## config.mk

```make
export PLATFORM = sky130hd
export DESIGN_NAME = fwd_hazard_unit_flat
export DESIGN_NICKNAME = d
export VERILOG_FILES = /design/src/rtl/fwd_hazard_unit_if.sv /design/src/rtl/fwd_hazard_unit.sv /design/src/flat_wrapper.sv
export SDC_FILE = /design/constraint.sdc
export NUM_CORES = 1
export LEC_CHECK = 0
export ABC_AREA = 0
export CAP_MARGIN = 20
export CELL_PAD_IN_SITES_DETAIL_PLACEMENT = 1
export CELL_PAD_IN_SITES_GLOBAL_PLACEMENT = 1
export CORE_UTILIZATION = 39
export DETAILED_ROUTE_END_ITERATION = 10
export GPL_ROUTABILITY_DRIVEN = 0
export PLACE_DENSITY = 0.83
export SLEW_MARGIN = 20
export SYNTH_ARGS = -nofsm -noshare
export SYNTH_HDL_FRONTEND = slang
export SYNTH_SLANG_ARGS = --single-unit
```

## constraint.sdc

```tcl
create_clock -name clk -period 7.8 [get_ports clk]
set_input_delay 1.17 -clock clk [delete_from_list [all_inputs] [get_ports clk]]
set_output_delay 1.17 -clock clk [all_outputs]
set_load 0.01 [all_outputs]
```

## src/rtl/fwd_hazard_unit_if.sv

```systemverilog
// Signal bundle between the pipeline (master) and the EX-stage forwarding and
// hazard unit (slave): consumer operands, producer stages, scoreboard events, results.
interface fwd_hazard_unit_if #(
  parameter int NUM_SRC    = 2,
  parameter int NUM_STAGES = 2,
  parameter int REG_ADDR_W = 5,
  parameter int CNT_W      = 32
);
  localparam int SEL_W = $clog2(NUM_STAGES + 1);

  logic                             ex_valid;
  logic [NUM_SRC*REG_ADDR_W-1:0]    ex_rs_addr;
  logic [NUM_SRC-1:0]               ex_rs_used;
  logic [NUM_STAGES*REG_ADDR_W-1:0] stage_rd;
  logic [NUM_STAGES-1:0]            stage_wr_en;
  logic [NUM_STAGES-1:0]            stage_rdy;
  logic                             lat_issue;
  logic [REG_ADDR_W-1:0]            lat_issue_rd;
  logic                             lat_done;
  logic [REG_ADDR_W-1:0]            lat_done_rd;
  logic                             clr_cnt;
  logic [NUM_SRC*SEL_W-1:0]         fwd_sel;
  logic                             stall;
  logic [2**REG_ADDR_W-1:0]         pending;
  logic [CNT_W-1:0]                 stall_cnt;
  logic [CNT_W-1:0]                 fwd_cnt;

  modport master (
    output ex_valid, ex_rs_addr, ex_rs_used, stage_rd, stage_wr_en, stage_rdy,
           lat_issue, lat_issue_rd, lat_done, lat_done_rd, clr_cnt,
    input  fwd_sel, stall, pending, stall_cnt, fwd_cnt
  );

  modport slave (
    input  ex_valid, ex_rs_addr, ex_rs_used, stage_rd, stage_wr_en, stage_rdy,
           lat_issue, lat_issue_rd, lat_done, lat_done_rd, clr_cnt,
    output fwd_sel, stall, pending, stall_cnt, fwd_cnt
  );
endinterface

```

## src/rtl/fwd_hazard_unit.sv

```systemverilog
// EX-stage forwarding and hazard unit: nearest-stage operand forwarding, load-use and
// long-latency scoreboard stalls, and saturating stall/forward event counters.
module fwd_hazard_unit #(
  parameter int NUM_SRC    = 2,
  parameter int NUM_STAGES = 2,
  parameter int REG_ADDR_W = 5,
  parameter int CNT_W      = 32
) (
  input  logic             clk,
  input  logic             rst,
  fwd_hazard_unit_if.slave bus
);
  localparam int SEL_W    = $clog2(NUM_STAGES + 1);
  localparam int NUM_REGS = 2**REG_ADDR_W;
  localparam int FN_W     = $clog2(NUM_SRC + 1);

  logic [NUM_REGS-1:0]      pending_q, pending_d;
  logic [CNT_W-1:0]         stall_cnt_q, stall_cnt_d;
  logic [CNT_W-1:0]         fwd_cnt_q, fwd_cnt_d;
  logic [NUM_SRC*SEL_W-1:0] fwd_sel;
  logic [NUM_SRC-1:0]       hazard;
  logic [REG_ADDR_W-1:0]    rs;
  logic [REG_ADDR_W-1:0]    stage_rd_k;
  logic                     found;
  logic [FN_W-1:0]          fwd_num;
  logic [CNT_W:0]           fwd_sum;
  logic                     stall;

  // A stage match outranks the scoreboard: the in-pipe write is younger than the long-latency one.
  always_comb begin
    fwd_sel    = '0;
    hazard     = '0;
    fwd_num    = '0;
    rs         = '0;
    stage_rd_k = '0;
    found      = 1'b0;
    for (int i = 0; i < NUM_SRC; i++) begin
      rs    = bus.ex_rs_addr[i*REG_ADDR_W +: REG_ADDR_W];
      found = 1'b0;
      for (int k = 0; k < NUM_STAGES; k++) begin
        stage_rd_k = bus.stage_rd[k*REG_ADDR_W +: REG_ADDR_W];
        if (!found && bus.ex_rs_used[i] && bus.stage_wr_en[k] &&
            stage_rd_k != '0 && stage_rd_k == rs) begin
          found                      = 1'b1;
          fwd_sel[i*SEL_W +: SEL_W]  = SEL_W'(k + 1);
          hazard[i]                  = !bus.stage_rdy[k];
        end
      end
      if (!found && bus.ex_rs_used[i] && rs != '0 && pending_q[rs])
        hazard[i] = 1'b1;
      if (found)
        fwd_num = fwd_num + FN_W'(1);
    end
  end

  assign stall = bus.ex_valid && (|hazard) && !rst;

  // Same-edge issue and done on one register: the issue is applied last so it wins.
  always_comb begin
    pending_d = pending_q;
    if (bus.lat_done)
      pending_d[bus.lat_done_rd] = 1'b0;
    if (bus.lat_issue)
      pending_d[bus.lat_issue_rd] = 1'b1;
    pending_d[0] = 1'b0;

    stall_cnt_d = stall_cnt_q;
    fwd_cnt_d   = fwd_cnt_q;
    fwd_sum     = {1'b0, fwd_cnt_q} + (CNT_W+1)'(fwd_num);
    if (bus.clr_cnt) begin
      stall_cnt_d = '0;
      fwd_cnt_d   = '0;
    end else begin
      if (bus.ex_valid && stall && stall_cnt_q != {CNT_W{1'b1}})
        stall_cnt_d = stall_cnt_q + CNT_W'(1);
      if (bus.ex_valid && !stall)
        fwd_cnt_d = fwd_sum[CNT_W] ? {CNT_W{1'b1}} : fwd_sum[CNT_W-1:0];
    end
  end

  always_ff @(posedge clk) begin
    if (rst) begin
      pending_q   <= '0;
      stall_cnt_q <= '0;
      fwd_cnt_q   <= '0;
    end else begin
      pending_q   <= pending_d;
      stall_cnt_q <= stall_cnt_d;
      fwd_cnt_q   <= fwd_cnt_d;
    end
  end

  assign bus.fwd_sel   = fwd_sel;
  assign bus.stall     = stall;
  assign bus.pending   = pending_q;
  assign bus.stall_cnt = stall_cnt_q;
  assign bus.fwd_cnt   = fwd_cnt_q;

endmodule

```

## src/flat_wrapper.sv

```systemverilog
// flat-port wrapper written by rule: the top's interface ports become plain ports
module fwd_hazard_unit_flat 
#(
  parameter int NUM_SRC    = 2,
  parameter int NUM_STAGES = 2,
  parameter int REG_ADDR_W = 5,
  parameter int CNT_W      = 32
)
  (clk, rst, bus_ex_valid, bus_ex_rs_addr, bus_ex_rs_used, bus_stage_rd, bus_stage_wr_en, bus_stage_rdy, bus_lat_issue, bus_lat_issue_rd, bus_lat_done, bus_lat_done_rd, bus_clr_cnt, bus_fwd_sel, bus_stall, bus_pending, bus_stall_cnt, bus_fwd_cnt);
  fwd_hazard_unit_if #(.NUM_SRC(NUM_SRC), .NUM_STAGES(NUM_STAGES), .REG_ADDR_W(REG_ADDR_W), .CNT_W(CNT_W)) bus_i ();
  input  logic clk;
  input  logic rst;
  input wire logic [$bits(bus_i.ex_valid)-1:0] bus_ex_valid;
  input wire logic [$bits(bus_i.ex_rs_addr)-1:0] bus_ex_rs_addr;
  input wire logic [$bits(bus_i.ex_rs_used)-1:0] bus_ex_rs_used;
  input wire logic [$bits(bus_i.stage_rd)-1:0] bus_stage_rd;
  input wire logic [$bits(bus_i.stage_wr_en)-1:0] bus_stage_wr_en;
  input wire logic [$bits(bus_i.stage_rdy)-1:0] bus_stage_rdy;
  input wire logic [$bits(bus_i.lat_issue)-1:0] bus_lat_issue;
  input wire logic [$bits(bus_i.lat_issue_rd)-1:0] bus_lat_issue_rd;
  input wire logic [$bits(bus_i.lat_done)-1:0] bus_lat_done;
  input wire logic [$bits(bus_i.lat_done_rd)-1:0] bus_lat_done_rd;
  input wire logic [$bits(bus_i.clr_cnt)-1:0] bus_clr_cnt;
  output wire logic [$bits(bus_i.fwd_sel)-1:0] bus_fwd_sel;
  output wire logic [$bits(bus_i.stall)-1:0] bus_stall;
  output wire logic [$bits(bus_i.pending)-1:0] bus_pending;
  output wire logic [$bits(bus_i.stall_cnt)-1:0] bus_stall_cnt;
  output wire logic [$bits(bus_i.fwd_cnt)-1:0] bus_fwd_cnt;
  assign bus_i.ex_valid = bus_ex_valid;
  assign bus_i.ex_rs_addr = bus_ex_rs_addr;
  assign bus_i.ex_rs_used = bus_ex_rs_used;
  assign bus_i.stage_rd = bus_stage_rd;
  assign bus_i.stage_wr_en = bus_stage_wr_en;
  assign bus_i.stage_rdy = bus_stage_rdy;
  assign bus_i.lat_issue = bus_lat_issue;
  assign bus_i.lat_issue_rd = bus_lat_issue_rd;
  assign bus_i.lat_done = bus_lat_done;
  assign bus_i.lat_done_rd = bus_lat_done_rd;
  assign bus_i.clr_cnt = bus_clr_cnt;
  assign bus_fwd_sel = bus_i.fwd_sel;
  assign bus_stall = bus_i.stall;
  assign bus_pending = bus_i.pending;
  assign bus_stall_cnt = bus_i.stall_cnt;
  assign bus_fwd_cnt = bus_i.fwd_cnt;
  fwd_hazard_unit #(.NUM_SRC(NUM_SRC), .NUM_STAGES(NUM_STAGES), .REG_ADDR_W(REG_ADDR_W), .CNT_W(CNT_W)) u_core (.clk(clk), .rst(rst), .bus(bus_i));
endmodule
```

==> flow_summary.ini <==
[status]
status = completed

[drt]
dr.pass1.iters = 5
vias_per_cell = 6.008
antenna_left = 0
routedWlPerCell_um = 20.52
vias = 5876
wirelength_mm = 20.07
drt-initial-drc-count = 447
drc = 0

[global_route]
grt_usage_pct = 27.63
grt_pass1_wl_mm = 31.64
grt_pass1_vias = 6005
grt_max_degree = 48
grt_antenna_before_repair = 0
grt.overflow.total = 0

[yosys]
yosysTopAreaCell = dfxtp_1
synth_enable_flop_cells = 0
synth-seq-cells = 95
async_reset_ff_share_pct = 0
synth_xor_area_share_pct = 4.870
synth_top_family_by_area = simple AND/OR/NAND/NOR gates
post-synth-top-area-fraction_pct = 34.11
synth.mux.area_fraction_pct = 8.236
synth_ff_type = dfxtp_1
synth_fp_nets = 715
synth_cell_types = 70
syn_inst = 668
synth_compound_area_share_pct = 19.10
seq_area_frac_synth_pct = 34.11
yosysWarnings = 0
postSynthAreaPerCell_um2 = 8.346
synth_fa_ha_area_share_pct = 1.257
synth_area_leaders = dfxtp_1 (34%), nand2_1 (5.9%), a21oi_1 (5.5%)
synth-simple-area-share_pct = 27.65
synth_area_mm2 = 0.005575

[layout]
regArea_mm2 = 0.001902
final_nets = 840
syn2layout_area_growth_pct = 31.76
fill_cells = 1635
multi_input_area_mm2 = 0.003411
fin_cells = 978
drive_gt1_share_pct = 7.393
final_area_mm2 = 0.007346
num_antenna_cells = 0

[power]
leakage_nw = 2.608
p_total_mw = 1.046
peakVddDrop_mv = 0.09435
p_per_area_mw_per_mm2 = 142.4

[floorplan]
std_cell_rows = 43
initial_core_util_pct = 40.01
io_pins = 143
die-area_mm2 = 0.01478
fp.dieW_um = 121.6
coreArea_mm2 = 0.01393
die_h_um = 121.6

[sta]
fin_crit_ns = 6.272
setup_ws_ns = 1.528
rsz0062_at_grt = false
fin_skew_ns = 0.007216
hold_viol_final = 0
fmax_mhz = 159.4
setup_tns_ns = 0
fin_crit_sh_pct = 80.42
finalSetupViolCount = 0
drv_slew = 0
slew_headroom_pct = 33.83
tightest_slew_ns = 0.9889

[job]
max_cap_violations = 0

[worst_setup_path]
crit_end = u_core.bus.fwd_cnt[17]$_SDFFE_PP0P_
reg2reg_setup_slack_ns = 3.95
critical_path.max_fanout = 12
worst_ep_required_time_ns = 8.07
crit_arrival_ns = 6.54
startpoint_type = primary input
cp-startpoint = bus_ex_rs_addr[6]
worst_setup_path_end_kind = flop
r2r-end = u_core.bus.fwd_cnt[17]$_SDFFE_PP0P_
reg2reg_depth = 11
path_class = in -> reg
rr_startpoint = u_core.bus.fwd_cnt[0]$_SDFFE_PP0P_

[worst_hold_path]
hp-class = reg -> reg

[clock_network]
cts_resized = 0
cts-buffers-inserted = 9
h-tree-depth = 3
path_clk_slew_ns = 0.07
clockBufferDepth = 2
postCtsSetupRepairBufs = 0
cts.sinks = 95
insertion_delay_ns = 0.36
cts_tree = yes
root_buffer = clkbuf_16
hold_buffers = 0

[place]
placed_cells = 962
place_worst_setup_slack_ns = 1.301
dp_hpwl_mm = 14.37
placed_area_mm2 = 0.007062
numPortBuffers = 141
[stage by stage]
stage | util (%) | hold WS [ns]
final | 52.72 | 0.5075
after global routing | 52.72 | 0.5314
after CTS | 52.72 | 0.5058
after detailed placement | 50.68 | 0.4898
after global placement | 50.68 | 0.4795
after floorplan | - | 0.4976
[state kept, by name, indices dropped and copies added (netlist names)]
register	count
u_core.bus.fwd_cnt	32
u_core.bus.stall_cnt	32
u_core.bus.pending	31
[worst min-delay path by stage]
stage | start | endpoint | cells past startpoint
3_5_place_dp | u_core.bus.fwd_cnt[28]$_SDFFE_PP0P_ | u_core.bus.fwd_cnt[28]$_SDFFE_PP0P_ | 1
4_1_cts | u_core.bus.fwd_cnt[28]$_SDFFE_PP0P_ | u_core.bus.fwd_cnt[28]$_SDFFE_PP0P_ | 1
6_report | u_core.bus.fwd_cnt[28]$_SDFFE_PP0P_ | u_core.bus.fwd_cnt[28]$_SDFFE_PP0P_ | 1
3_3_place_gp | u_core.bus.stall_cnt[25]$_SDFFE_PP0P_ | u_core.bus.stall_cnt[25]$_SDFFE_PP0P_ | 2
2_1_floorplan | u_core.bus.fwd_cnt[16]$_SDFFE_PP0P_ | u_core.bus.fwd_cnt[16]$_SDFFE_PP0P_ | 1
5_1_grt | u_core.bus.stall_cnt[25]$_SDFFE_PP0P_ | u_core.bus.stall_cnt[25]$_SDFFE_PP0P_ | 2
[cell type report]
type / count / area share, %
Inverter: 18 / 0.9198
Timing Repair Buffer: 147 / 19.83
Clock buffer: 11 / 3.441
Sequential cell: 95 / 25.89
Clock inverter: 5 / 0.4258
Multi-Input combinational cell: 522 / 46.43
Tap cell: 180 / 3.066
[routing by layer]
metal	part of all wire, %	up-vias	wire, µm	track usage, %
li1	-	2712	-	-
met1	44	2921	8860	35.45
met2	48	192	9616	45.85
met3	5.2	51	1048	4.494
met4	2.7	0	546	11.65
met5	0	-	0	0
[placed cells by master, fill, tap and decap left out, types with 7 or more instances in the layout]
cell type / n
clkdlybuf4s50_1: 141
nor3b_1: 8
or3_1: 15
inv_1: 18
nand4_1: 10
xnor2_1: 18
nor3_1: 14
a311oi_1: 11
nor2_1: 50
a31oi_1: 14
mux4_2: 10
and2_1: 7
a211oi_1: 10
a21oi_1: 61
dfxtp_1: 95
mux2i_1: 17
clkbuf_16: 9
and3_1: 20
nand3_1: 21
nand2_1: 88
nand3b_1: 9
xor2_1: 13
o21ai_0: 47
[report_power, final]
| group | switching, mW | internal [mW] |
|---|---|---|
| Clock | 0.199 | 0.233 |
| Sequential | 0.00417 | 0.487 |
| Combinational | 0.0706 | 0.0516 |
| Total | 0.274 | 0.772 |
[Yosys cell counts (11+ instances only)]
cell type / count
o21ai_0: 47
clkbuf_1: 20
a31oi_1: 14
a311oi_1: 11
nand2_1: 88
dfxtp_1: 95
and3_1: 20
or3_1: 15
nor3_1: 14
inv_1: 18
xor2_1: 13
nor2_1: 50
mux2i_1: 17
a21oi_1: 61
xnor2_1: 18
nand3_1: 21
[worst max-delay path, stage by stage]
cell,delay (ns)
clkdlybuf4s50_1,0.75
xor2_1,0.28
nor4_1,0.33
nand4_1,0.21
inv_1,0.14
nor2_1,0.10
inv_1,0.08
ha_1,0.12
ha_1,0.16
inv_1,0.06
fa_1,0.41
nand2b_1,0.20
nor3_1,0.43
and4_1,0.35
nand4_1,0.27
or3_1,0.62
and2_0,0.41
and3_1,0.29
nor3_1,0.15
[cells by family (layout without fill, tap and decap cells)]
logic type	after synthesis	in the layout
buffers and inverters	51	181
adders and majority gates	5	5
other	1	1
muxes	30	30
DFF	95	95
xor gates and xnor gates	31	31
and+or+nand+nor	285	285
AOI/OAI and AO/OA	170	170
(Power assumes the default switching activity.)
